<file path="src/rtl/multicycle_ctrl_gen2.sv">
// Multicycle MIPS-subset control unit: state register, combinational control decode
// and a retired-instruction counter.
module multicycle_ctrl_gen2 #(
  parameter int unsigned ALU_OP_W     = 3,
  parameter int unsigned CNT_W        = 16,
  parameter bit          ILLEGAL_HALT = 1'b1
) (
  input  logic                clk,
  input  logic                rst,
  input  logic                zero_flag,
  input  logic [31:0]         instruction,
  input  logic                mem_ready,
  output logic                pc_write,
  output logic                iord,
  output logic                mem_read,
  output logic                mem_write,
  output logic                ir_write,
  output logic                reg_dst,
  output logic                write_reg_sel,
  output logic                mem_to_reg,
  output logic                write_data_sel,
  output logic                reg_write,
  output logic                alu_src_a,
  output logic [1:0]          alu_src_b,
  output logic [1:0]          pc_src,
  output logic [ALU_OP_W-1:0] alu_op,
  output logic                halted,
  output logic [CNT_W-1:0]    retired_count
);

  localparam logic [5:0] OpRtype = 6'b000000;
  localparam logic [5:0] OpJ     = 6'b000010;
  localparam logic [5:0] OpJal   = 6'b000011;
  localparam logic [5:0] OpBeq   = 6'b000100;
  localparam logic [5:0] OpBne   = 6'b000101;
  localparam logic [5:0] OpAddi  = 6'b001000;
  localparam logic [5:0] OpSlti  = 6'b001010;
  localparam logic [5:0] OpAndi  = 6'b001100;
  localparam logic [5:0] OpOri   = 6'b001101;
  localparam logic [5:0] OpLw    = 6'b100011;
  localparam logic [5:0] OpSw    = 6'b101011;

  localparam logic [5:0] FnAdd = 6'b100000;
  localparam logic [5:0] FnSub = 6'b100010;
  localparam logic [5:0] FnAnd = 6'b100100;
  localparam logic [5:0] FnOr  = 6'b100101;
  localparam logic [5:0] FnSlt = 6'b101010;
  localparam logic [5:0] FnJr  = 6'b001000;

  localparam logic [2:0] AluAnd = 3'b000;
  localparam logic [2:0] AluOr  = 3'b001;
  localparam logic [2:0] AluAdd = 3'b010;
  localparam logic [2:0] AluSub = 3'b110;
  localparam logic [2:0] AluSlt = 3'b111;

  typedef enum logic [3:0] {
    StIf, StId, StJump, StJal, StBranch, StExec, StWb,
    StMemAddr, StSw, StLwRd, StLwWb, StJr, StHalt
  } state_e;

  state_e           state_q, state_d;
  logic [CNT_W-1:0] cnt_q, cnt_d;
  logic [5:0]       opcode, funct;
  logic             r_legal, retire;
  logic [2:0]       exec_alu, alu_op3;
  logic             unused_instr;

  assign opcode        = instruction[31:26];
  assign funct         = instruction[5:0];
  assign unused_instr  = ^instruction[25:6];
  assign alu_op        = ALU_OP_W'(alu_op3);
  assign retired_count = cnt_q;

  // R-type funct legality and the ALU operation used in EXEC.
  always_comb begin
    r_legal  = 1'b1;
    exec_alu = AluAdd;
    if (opcode == OpRtype) begin
      case (funct)
        FnAdd:   exec_alu = AluAdd;
        FnSub:   exec_alu = AluSub;
        FnAnd:   exec_alu = AluAnd;
        FnOr:    exec_alu = AluOr;
        FnSlt:   exec_alu = AluSlt;
        FnJr:    exec_alu = AluAdd;
        default: r_legal  = 1'b0;
      endcase
    end else begin
      case (opcode)
        OpAndi:  exec_alu = AluAnd;
        OpOri:   exec_alu = AluOr;
        OpSlti:  exec_alu = AluSlt;
        default: exec_alu = AluAdd;
      endcase
    end
  end

  // Next-state, control decode and retirement detection.
  always_comb begin
    state_d        = state_q;
    pc_write       = 1'b0;
    iord           = 1'b0;
    mem_read       = 1'b0;
    mem_write      = 1'b0;
    ir_write       = 1'b0;
    reg_dst        = 1'b0;
    write_reg_sel  = 1'b0;
    mem_to_reg     = 1'b0;
    write_data_sel = 1'b0;
    reg_write      = 1'b0;
    alu_src_a      = 1'b0;
    alu_src_b      = 2'b00;
    pc_src         = 2'b00;
    alu_op3        = 3'b000;
    halted         = 1'b0;
    retire         = 1'b0;
    unique case (state_q)
      StIf: begin
        mem_read  = 1'b1;
        alu_src_b = 2'b01;
        alu_op3   = AluAdd;
        ir_write  = mem_ready;
        pc_write  = mem_ready;
        if (mem_ready) state_d = StId;
      end
      StId: begin
        alu_src_b = 2'b11;
        alu_op3   = AluAdd;
        case (opcode)
          OpRtype: begin
            if (!r_legal)           state_d = ILLEGAL_HALT ? StHalt : StIf;
            else if (funct == FnJr) state_d = StJr;
            else                    state_d = StExec;
          end
          OpJ:                            state_d = StJump;
          OpJal:                          state_d = StJal;
          OpBeq, OpBne:                   state_d = StBranch;
          OpAddi, OpAndi, OpOri, OpSlti:  state_d = StExec;
          OpLw, OpSw:                     state_d = StMemAddr;
          default:                        state_d = ILLEGAL_HALT ? StHalt : StIf;
        endcase
      end
      StJump: begin
        pc_src   = 2'b01;
        pc_write = 1'b1;
        retire   = 1'b1;
        state_d  = StIf;
      end
      StJal: begin
        pc_src         = 2'b01;
        pc_write       = 1'b1;
        write_reg_sel  = 1'b1;
        write_data_sel = 1'b1;
        reg_write      = 1'b1;
        retire         = 1'b1;
        state_d        = StIf;
      end
      StJr: begin
        pc_src   = 2'b11;
        pc_write = 1'b1;
        retire   = 1'b1;
        state_d  = StIf;
      end
      StBranch: begin
        alu_src_a = 1'b1;
        alu_op3   = AluSub;
        pc_src    = 2'b10;
        // beq writes the PC on zero, bne on non-zero.
        pc_write  = (opcode == OpBne) ? !zero_flag : zero_flag;
        retire    = 1'b1;
        state_d   = StIf;
      end
      StExec: begin
        alu_src_a = 1'b1;
        alu_src_b = (opcode == OpRtype) ? 2'b00 : 2'b10;
        alu_op3   = exec_alu;
        state_d   = StWb;
      end
      StWb: begin
        reg_write = 1'b1;
        reg_dst   = (opcode == OpRtype);
        retire    = 1'b1;
        state_d   = StIf;
      end
      StMemAddr: begin
        alu_src_a = 1'b1;
        alu_src_b = 2'b10;
        alu_op3   = AluAdd;
        state_d   = (opcode == OpLw) ? StLwRd : StSw;
      end
      StSw: begin
        iord      = 1'b1;
        mem_write = 1'b1;
        if (mem_ready) begin
          retire  = 1'b1;
          state_d = StIf;
        end
      end
      StLwRd: begin
        iord     = 1'b1;
        mem_read = 1'b1;
        if (mem_ready) state_d = StLwWb;
      end
      StLwWb: begin
        mem_to_reg = 1'b1;
        reg_write  = 1'b1;
        retire     = 1'b1;
        state_d    = StIf;
      end
      StHalt: begin
        halted  = 1'b1;
        state_d = StHalt;
      end
      default: state_d = StIf;
    endcase
    cnt_d = retire ? cnt_q + CNT_W'(1) : cnt_q;
  end

  // State and counter registers with synchronous reset.
  always_ff @(posedge clk) begin
    if (rst) begin
      state_q <= StIf;
      cnt_q   <= '0;
    end else begin
      state_q <= state_d;
      cnt_q   <= cnt_d;
    end
  end

endmodule

</file>
<file path="config.mk">
export PLATFORM = sky130hd
export DESIGN_NAME = multicycle_ctrl_gen2
export DESIGN_NICKNAME = d
export VERILOG_FILES = /design/src/rtl/multicycle_ctrl_gen2.sv
export SDC_FILE = /design/constraint.sdc
export NUM_CORES = 1
export LEC_CHECK = 0
export CORE_ASPECT_RATIO = 1.75
export CORE_MARGIN = 5
export CORE_UTILIZATION = 55
export CTS_BUF_LIST = sky130_fd_sc_hd__clkbuf_4
export DETAILED_ROUTE_END_ITERATION = 7
export DONT_BUFFER_PORTS = 1
export PLACE_DENSITY = 0.74
export SKIP_LAST_GASP = 1
export SLEW_MARGIN = 0
export SYNTH_ARGS = -nofsm -noshare
export SYNTH_HDL_FRONTEND = slang
export SYNTH_SLANG_ARGS = --single-unit
</file>
<file path="constraint.sdc">
create_clock -name clk -period 6.7 [get_ports clk]
set_input_delay 1.675 -clock clk [delete_from_list [all_inputs] [get_ports clk]]
set_output_delay 1.675 -clock clk [all_outputs]
set_load 0.005 [all_outputs]
</file>
==> results.ini, run 1 <==
[layout]
drive_above_1_share_pct = 4.59
seq_area_um2 = 400
multiInputGateArea_um2 = 988
utilization_pct = 58.4
fillers = 267
final_cell_count_no_fill = 222
nets = 234
area_growth_pct = 0.942
n_antenna_cell = 0

[routing]
vias = 1467
drc = 0
first_pass_iters = 4
wl_per_cell_um = 16.7
wl_mm = 3.70
ant_nets = 0
vias_per_cell = 6.61
drtIter0Drc = 35

[setup_path]
worstPathRequired_ns = 5.03
critPathKind = input port to output pin
arrival_ns = 3.24
startpoint_type = input port
end_kind = output pin
regToRegSetupSlack_ns = 4.43
worstPathMaxFanout = 7

[logic_synthesis]
seq_area_frac_synth_pct = 27.4
syn_area_um2 = 1460
synth_top_flop_cell = dfxtp_1
synth_cell_type_count = 44
yosysWarningCount = 0
synth_edf_count = 0
syn_area_per_cell_um2 = 7.19
ys_ff_latch = 20
synthesis.nets = 240
synth_cells = 203
yosys.area.top_type_share_pct = 27.4
synthTopCellsByArea = dfxtp_1 (27%), nor2_1 (9.3%), xor2_1 (8.4%), nand2_1 (4.6%), a31oi_1 (3.0%)
synth_top_cell_by_area = dfxtp_1
async_reset_ff_share_pct = 0

[die]
die-area_um2 = 3830
core_area_um2 = 2520
initial_core_util_pct = 57.9
io_pins = 71
die_w_um = 49.0
num_rows = 24
die_height_um = 78.2

[power_and_ir_drop]
p_per_area_nw_per_um2 = 183
sw_frac_of_total_pct = 34.3
p_switching_w = 0.0000926
ir_worst_vdd_mv = 0.0898
power_leakage_nw = 0.521
p_int_w = 0.000177
p_seq_share_pct = 52.2
pwr-share-comb_pct = 27.0
power_frac_clock_pct = 20.8

[clock_network]
clock_path_buffers = 2
numClockSinks = 20
hold_buffers = 0
cts_made_buffers = 3
cts.reportedPaths.clkPinSlew_ns = 0.11
ctsRootBufferMaster = clkbuf_4
cts_tree = yes
cts_htree_levels = 1
post_cts_buffers = 0
cts_resized = 0
clk_latency_ns = 0.29

[timing]
worst_pin_slew_ns = 0.678
tns_ns = 0
slew_headroom_pct = 54.2
hold_viol_final = 0
fin_crit_ns = 4.91
rsz0062_at_grt = false
min_period_over_period_pct = 73.3
hold_slack_ns = 0.553
finClkSkew_ns = 0.00136
slew_violations = 0
clock.fmax_ghz = 0.204
setup_violations = 0

[grt]
grt_overflow = 0
antenna_found_initial = 0
grt_pass1_wl_mm = 5.82
grt_busiest_layer = met2
met2_usage_pct = 33.8
grt_max_degree = 22
met1_usage_pct = 17.2
grt_usage_pct = 18.3
grtUsageMet3_pct = 4.17
grt_pass1_vias = 1397

[placed_design]
dp_hpwl_mm = 2.84
port_buffers = 0
place_inst = 218
place.gp.congestion = 0.843

[status]
outcome = finished, final reports clean

[job]
maxCapViolCount = 0

[min_path]
hold_class = flop to flop

==> power by group through the flow <==
stage / sequential, W / combinational, W / clock, W
finish: 0.000141 / 0.0000728 / 0.0000560
global route: 0.000143 / 0.0000820 / 0.0000649
CTS: 0.000141 / 0.0000727 / 0.0000588
detailed placement: 0.000143 / 0.0000723 / 0
global placement: 0.000143 / 0.0000706 / 0
floorplan: 0.000131 / 0.0000735 / 0
==> flip-flops by register name, indices dropped and copies added (netlist names) <==
| name | cells |
|---|---|
| state_q | 4 |
| retired_count | 16 |
==> per-stage QoR <==
step                worst slack, ns  total power, W  area [um^2]
detailed placement             1.80        0.000216         1450
global route                   1.75        0.000290         1470
global placement               1.87        0.000214         1450
floorplan                      2.15        0.000204         1460
finish                         1.79        0.000270         1470
CTS                            1.79        0.000272         1470
==> worst max-delay path, stage by stage <==
cell	delay [ns]
nor4b_1	0.61
nand3b_1	0.18
xor2_1	0.30
nor4_1	0.08
or3_1	0.40
==> cell usage after synthesis (all sizes together), types with 4 or more instances <==
master / number
nand2: 18
o21ai: 7
a31oi: 7
and3: 5
dfxtp: 20
nor2: 36
nand2b: 6
nand3: 7
inv: 7
clkbuf: 9
nand4: 5
xor2: 14
a211oi: 4
nor3: 7
a21oi: 8
==> path summary, 6_finish.rpt <==
| path | startpoint | endpoint | cells past startpoint |
|---|---|---|---|
| hold reg to reg | retired_count[15]$_SDFFE_PP0P_ | retired_count[15]$_SDFFE_PP0P_ | 2 |
| hold / removal | retired_count[15]$_SDFFE_PP0P_ | retired_count[15]$_SDFFE_PP0P_ | 2 |
| setup reg to reg | state_q[2]$_SDFFE_PP0P_ | retired_count[14]$_SDFFE_PP0P_ | 5 |
| setup / recovery | instruction[27] | pc_write | 5 |
==> layout by cell type (no fill, tap or decap), drive strengths merged, types with 2 or more instances in the layout <==
cell    count
a22oi       2
o31ai       2
nor3        7
dfxtp      20
o21ai       7
and4        2
nor4        3
inv         7
nand4       5
a211oi      4
nand2      18
nor2       36
a31oi       7
nor4b       2
nor2b       3
xnor2       3
nand2b      6
nand3b      3
and3        5
nand3       7
clkbuf      3
a21oi       8
xor2       14
or2         2
a211o       2
nor3b       2
or3         2
==> kinds of logic after synthesis <==
group	Yosys count	share of synthesized area, %
AND/OR/NAND/NOR	106	37.3
AO/OA/AOI/OAI	40	18.7
flip-flops	20	27.4
buffers and inverters	18	4.88
XOR/XNOR	17	10.2
multiplexers	1	0.686
adder cells (fa/ha/maj)	1	0.857
==> layout make-up <==
cell class | instances | share of cell area (%)
Tap cell | 26 | 2.21
Inverter | 7 | 1.78
Sequential cell | 20 | 27.2
Clock buffer | 3 | 1.53
Clock inverter | 1 | 0.255
Multi-Input combinational cell | 165 | 67.1
==> metal layers <==
| layer | routed length, um | part of all wire, % | vias to the layer above |
|---|---|---|---|
| met4 | 144 | 3.9 | 0 |
| met1 | 1380 | 37 | 676 |
| met3 | 241 | 6.5 | 11 |
| met2 | 1930 | 52 | 63 |
| met5 | 0 | 0 | - |
| li1 | - | - | 717 |
Note: power is estimated with default switching activity, not from simulation.
==> run 2: changes to the inputs <==
- PLACE_DENSITY: 0.74 -> 0.77
- clock period: 6.7 -> 4.3 ns (I/O delays scaled with it)
==> run 2 against run 1 <==
Non-clock buffer count grew 1; clock-buffer cell count is the same; routed wire length grew 2.5%; largest power group unchanged; largest cell class unchanged.
==> results.ini, run 2 (synthesis gave the netlist of run 1 again) <==
[status]
outcome = finished, final reports clean

[layout]
final_cell_mix = nor2_1 (36), dfxtp_1 (20), nand2_1 (18)
final_cell_count_no_fill = 223
n_antenna_cell = 0
final_common_cell = nor2_1
nets = 235
area_growth_pct = 3.26
largest_register_ffs = 16
drive_above_1_share_pct = 5.58

[clock_network]
cts.reportedPaths.clkPinSlew_ns = 0.12
cts_resized = 0
hold_buffers = 0
clk_latency_ns = 0.30
clock_path_buffers = 2
post_cts_buffers = 0
cts_htree_levels = 1
cts_made_buffers = 3
cts_tree = yes
numClockSinks = 20
ctsRootBufferMaster = clkbuf_4

[grt]
grt_pass1_wl_mm = 6.44
grt_usage_pct = 20.0
antenna_found_initial = 0
grt_pass1_vias = 1449
grt_overflow = 0
grt_max_degree = 22

[timing]
slew_violations = 0
hold_viol_final = 0
fin_crit_ns = 3.43
setup_violations = 0
worst_pin_slew_ns = 0.661
tns_ns = 0
rsz0062_at_grt = false
finClkSkew_ns = 0.00640
min_period_over_period_pct = 79.9
slew_headroom_pct = 55.7
clock.fmax_ghz = 0.291

[setup_path]
worstPathMaxFanout = 7
regToRegSetupSlack_ns = 1.96
r2r-start = state_q[2]$_SDFFE_PP0P_
arrival_ns = 2.36
worstPathRequired_ns = 3.22
crit_chain = or4_4 > nor3_1 > a32oi_1 > nor3_1 > a211oi_1
cp_top_family = simple AND/OR/NAND/NOR gates
cpMostUsedCell = nor3_1
path_buf_inv = 0
reg2reg_to = retired_count[12]$_SDFFE_PP0P_
critPathMaxStageDelay_ns = 0.54
startpoint_type = input port
end_kind = output pin
cp_slowest_cell = or4_4
critPathKind = input port to output pin
reg2reg_depth = 5

[placed_design]
place.gp.congestion = 0.872
port_buffers = 0
place_inst = 219
dp_hpwl_mm = 2.92

[routing]
wl_per_cell_um = 17.0
drtIter0Drc = 73
ant_nets = 0
vias_per_cell = 6.72
wl_mm = 3.79
first_pass_iters = 4
vias = 1498
drc = 0

[min_path]
hp-start = retired_count[15]$_SDFFE_PP0P_
whs_path_depth = 2
hold_class = flop to flop
min_to = retired_count[15]$_SDFFE_PP0P_

[die]
initial_core_util_pct = 57.9
die_w_um = 49.0
io_pins = 71
die_height_um = 78.2
die-area_um2 = 3830
core_area_um2 = 2520
num_rows = 24

[power_and_ir_drop]
power_leakage_nw = 0.539
p_per_area_nw_per_um2 = 325
ir_worst_vdd_mv = 0.171

[job]
maxCapViolCount = 0

-- run 2: layout make-up --
| type | count | area (um^2) |
|---|---|---|
| clock buffer | 3 | 22.5 |
| clock inverter | 1 | 30.0 |
| fill | 238 | 1010 |
| inverter | 7 | 26.3 |
| multi-input combinational | 165 | 988 |
| sequential | 20 | 400 |
| tap | 26 | 32.5 |
| timing repair buffer | 1 | 7.51 |
-- run 2: worst max path at each step --
stage | cells past startpoint | slack (ns) | end | startpoint
after global placement | 5 | 0.86 | alu_op[1] | instruction[29]
after CTS | 5 | 0.87 | alu_op[1] | instruction[29]
final | 5 | 0.87 | alu_op[1] | instruction[29]
after floorplan | 5 | 0.95 | pc_write | instruction[27]
after detailed placement | 5 | 0.87 | alu_op[1] | instruction[29]
after global routing | 5 | 0.78 | alu_op[1] | instruction[29]
-- run 2: tightest hold or removal path, cell delays in order, from the launching register on --
cell     delay [ns]
dfxtp_1        0.38
xor2_1         0.08
nor2_1         0.07
-- run 2: routing by layer --
layer  up-vias  share of wire, %  routed length, um  GRT usage, %
li1        713                 -                  -             -
met1       711                35               1350          19.8
met2        63                54               2050          36.4
met3        11               7.1                268          5.11
met4         0               3.4                130          12.1
met5         -                 0                  0             0
-- run 2: power breakdown --
part	switching (W)	total, W	internal, W
Sequential	0.0000267	0.000220	0.000193
Combinational	0.0000676	0.000117	0.0000494
Clock	0.0000593	0.000154	0.0000942
Total	0.000154	0.000490	0.000337
-- run 2: metrics by stage --
step                setup slack (ns)  hold slack, ns  util [%]  instance area (um^2)  total power (W)
finish                         0.866           0.554      59.8                  1510         0.000490
global route                   0.778           0.600      59.8                  1510         0.000519
CTS                            0.866           0.562      59.8                  1510         0.000489
detailed placement             0.871           0.529      57.7                  1460         0.000339
global placement               0.863           0.527      57.7                  1460         0.000333
floorplan                      0.951           0.502         -                  1460         0.000318
==> run 3: changes to the inputs <==
- clock period: 4.3 -> 2.8 ns (I/O delays scaled with it)
==> run 3 against run 2 <==
First-iteration DRC count is 33% lower; register-to-register slack got worse by 1.2 ns; via count rose by 0.47%; combinational power grew 54%; clock-buffer cell count stayed put; clock power decreased by 14%; sequential cell count unchanged; largest cell class unchanged.
==> results.ini, run 3 (synthesis gave the netlist of run 1 again) <==
[status]
outcome = finished, final reports clean

[die]
initial_core_util_pct = 57.9
die_height_um = 78.2
num_rows = 24
io_pins = 71
die-area_um2 = 3830
core_area_um2 = 2520
die_w_um = 49.0

[timing]
setup_violations = 0
finClkSkew_ns = 0.000847
rsz0062_at_grt = false
hold_viol_final = 0
tns_ns = 0
clock.fmax_ghz = 0.383
hold_slack_ns = 0.449
worst_pin_slew_ns = 0.604
min_period_over_period_pct = 93.3
slew_violations = 0
fin_crit_ns = 2.61
slew_headroom_pct = 59.7

[grt]
antenna_found_initial = 0
grt_usage_pct = 20.0
met2_usage_pct = 38.2
grt_overflow = 0
met1_usage_pct = 18.8
grt_pass1_wl_mm = 6.38
grt_pass1_vias = 1457
grt_max_degree = 22
grtUsageMet3_pct = 5.68
grt_busiest_layer = met2

[clock_network]
cts_made_buffers = 3
cts.reportedPaths.clkPinSlew_ns = 0.10
clock_path_buffers = 2
cts_htree_levels = 1
clk_latency_ns = 0.30
ctsRootBufferMaster = clkbuf_4
cts_tree = yes
hold_buffers = 0
numClockSinks = 20

[placed_design]
port_buffers = 0
place_inst = 222
place.gp.congestion = 0.875
dp_hpwl_mm = 3.02

[power_and_ir_drop]
p_seq_share_pct = 51.8
power_leakage_nw = 0.543
power_frac_clock_pct = 20.5
sw_frac_of_total_pct = 35.0
p_switching_w = 0.000227
ir_worst_vdd_mv = 0.257
p_int_w = 0.000423
p_per_area_nw_per_um2 = 432
pwr-share-comb_pct = 27.7

[routing]
first_pass_iters = 4
drc = 0
wl_per_cell_um = 17.3
wl_mm = 3.90
drtIter0Drc = 49
vias_per_cell = 6.69
vias = 1505
ant_nets = 0

[layout]
final_cell_mix = nor2_1 (36), dfxtp_1 (20), nand2_1 (18)
final_cell_count_no_fill = 225
final_common_cell = nor2_1
n_antenna_cell = 0
largest_register_ffs = 16
nets = 238
drive_above_1_share_pct = 7.04
area_growth_pct = 3.17

[setup_path]
startpoint_type = input port
regToRegSetupSlack_ns = 0.77
reg2reg_depth = 6
end_kind = output pin
worstPathMaxFanout = 7
critPathKind = input port to output pin
worstPathRequired_ns = 2.10
arrival_ns = 1.91

[min_path]
whs_path_depth = 1
hold_class = input port to flop

[job]
maxCapViolCount = 0

run 3: changes by cell type in the layout (fill, tap and decap cells not counted):
cell | before | now
nor4b_1 | 2 | 1
buf_4 | 1 | 4
nor4b_2 | 0 | 1
bufinv_16 | 1 | 0
run 3: worst max-delay path, stage by stage:
cell,delay (ns)
or4_4,0.55
or3_4,0.37
o21ai_0,0.18
a211oi_1,0.11
run 3: final cells by class:
type | instances | area [um^2]
fill | 242 | 1020
multi-input combinational | 165 | 995
sequential | 20 | 400
tap | 26 | 32.5
timing repair buffer | 4 | 30.0
inverter | 7 | 26.3
clock buffer | 3 | 22.5
run 3: metal layers:
metal / up-vias / wire length [um]
li1: 718 / -
met1: 705 / 1350
met2: 65 / 2160
met3: 17 / 263
met4: 0 / 123
met5: - / 0
run 3: stage by stage:
stage | util, % | cell area [um^2] | power (W) | setup WS (ns)
floorplan | - | 1460 | 0.000488 | 0.201
global placement | 58.6 | 1480 | 0.000512 | 0.194
detailed placement | 58.6 | 1480 | 0.000520 | 0.123
CTS | 59.5 | 1500 | 0.000649 | 0.117
global route | 59.7 | 1510 | 0.000693 | 0.101
finish | 59.7 | 1510 | 0.000650 | 0.188
run 3: what timing repair did:
action                                 in CTS  in global routing
setup buffers                               0                  0
resized for setup                           0                  1
endpoints found under the hold margin       0                  0
setup endpoints to repair                   0                  1
run 3: worst paths after layout:
check | startpoint | endpoint
worst max-delay path | instruction[29] | alu_op[2]
worst min-delay path | rst | state_q[3]$_SDFFE_PP0P_
worst max register to register | state_q[2]$_SDFFE_PP0P_ | retired_count[7]$_SDFFE_PP0P_
worst min register to register | retired_count[15]$_SDFFE_PP0P_ | retired_count[15]$_SDFFE_PP0P_
run 3: power by group through the flow:
stage	Combinational, W	Clock [W]	Sequential [W]
6_report	0.000180	0.000133	0.000337
5_1_grt	0.000200	0.000151	0.000342
4_1_cts	0.000178	0.000134	0.000336
3_5_place_dp	0.000178	0	0.000342
3_3_place_gp	0.000171	0	0.000340
2_1_floorplan	0.000176	0	0.000312
==> variant, RTL diff (settings of run 1) <==
Set the parameter `CNT_W` to 32 (it was 16).
--- a/src/rtl/multicycle_ctrl_gen2.sv
+++ b/src/rtl/multicycle_ctrl_gen2.sv
@@ -4,3 +4,3 @@
   parameter int unsigned ALU_OP_W     = 3,
-  parameter int unsigned CNT_W        = 16,
+  parameter int unsigned CNT_W        = 32,
   parameter bit          ILLEGAL_HALT = 1'b1
Ports: changed (resized retired_count); port bits go from 71 to 87. The function was not compared with the original's and may differ.
==> variant against run 1 <==
  * Total power grew 56%
  * Critical path depth is the same
  * Fmax rose by 6.8%
  * Synthesized area is 59% higher
  * Sequential cell count up 16
  * Die area rose by 48%
  * Final area rose by 58%
  * Routed wire length up 53%
  * Setup slack better by 0.31 ns
  * Hold slack worse by 0.039 ns
  * Largest power group unchanged
  * Global-route usage rose by 2.7 points
  * Combinational power down 1%
  * Utilization shrank 1.6 points
==> variant: results (changes against run 1) <==
Status - complete, no violations (unchanged)
Worst-Skew Late Latency - 0.33 ns (was 0.29 ns)
Hold Path End - retired_count[22]$_SDFFE_PP0P_ (was retired_count[15]$_SDFFE_PP0P_)
Source of the worst hold timing path - retired_count[22]$_SDFFE_PP0P_ (was retired_count[15]$_SDFFE_PP0P_)
Vias in the first global route - 2118 (was 1397)
Num CTS Buffers - 5 (was 3)
End point of the critical path - alu_op[1] (was pc_write)
Peak fanout along the critical path - 9 (was 7)
Max FFs per register - 32 (was 16)
Seq/Total Area, Yosys - 31.1% (was 27.4%)
Max stage delay on crit path - 0.43 ns (was 0.61 ns)
Initial DRC count - 185 (was 35)
Yosys cell types - 51 (was 44)
Synth Area in Adders - 0.541% (was 0.857%)
Global-route wire length before repair - 9390 um (was 5820 um)
Post-synthesis compound-gate area fraction - 15.5% (was 18.7%)
Xor and xnor area share after synthesis - 11.4% (was 10.2%)
Max VDD drop - 0.000112 V (was 0.0000898 V)
Reg2Reg Capture Point - retired_count[29]$_SDFFE_PP0P_ (was retired_count[14]$_SDFFE_PP0P_)
Worst Path Arrival - 2.93 ns (was 3.24 ns)
Mux cell area share after synthesis - 0.865% (was 0.686%)
Vias - 2190 (was 1467)
Crit share post-route - 68.7% (was 73.3%)
Place WS - 2.10 ns (was 1.80 ns)
Placed inst area - 0.00229 mm2 (was 0.00145 mm2)
Fin nets - 331 (was 234)
Dpl hpwl - 4200 um (was 2840 um)
Largest net degree at the start of global routing - 38 (was 22)
Sw frac - 30.5% (was 34.3%)
CTS H-tree lvls - 2 (was 1)
Final std cells w/o fill - 343 (was 222)
## variant: cell count changes after synthesis, moves of 7 or more
cell,run 1,this run
dfxtp_1,20,36
nor2_1,36,45
xnor2_1,3,11
nand2_1,18,25
or3_1,1,8
## variant: layer usage
metal	vias to the layer above	part of all wire, %	track usage [%]
met5	-	0	0
met3	16	5.8	4.03
li1	1077	-	-
met1	1019	37	20.9
met2	78	54	39.2
met4	0	3.5	11.3
## variant: area by class of cell
| type | count | area, um2 |
|---|---|---|
| clock buffers | 6 | 45.0 |
| clock inverters | 1 | 5.00 |
| fillers | 414 | 1780 |
| inverters | 7 | 26.3 |
| multi-input cells | 243 | 1470 |
| flip-flops and latches | 36 | 721 |
| well taps | 49 | 61.3 |
| repair buffers | 1 | 7.51 |
## variant: power by group through the flow
stage,registers [uW],clock network [uW],logic (uW)
finish,237,112,71.9
floorplan,226,0,79.8
CTS,236,117,71.7
global route,238,122,81.7
detailed placement,241,0,71.0
global placement,242,0,70.4
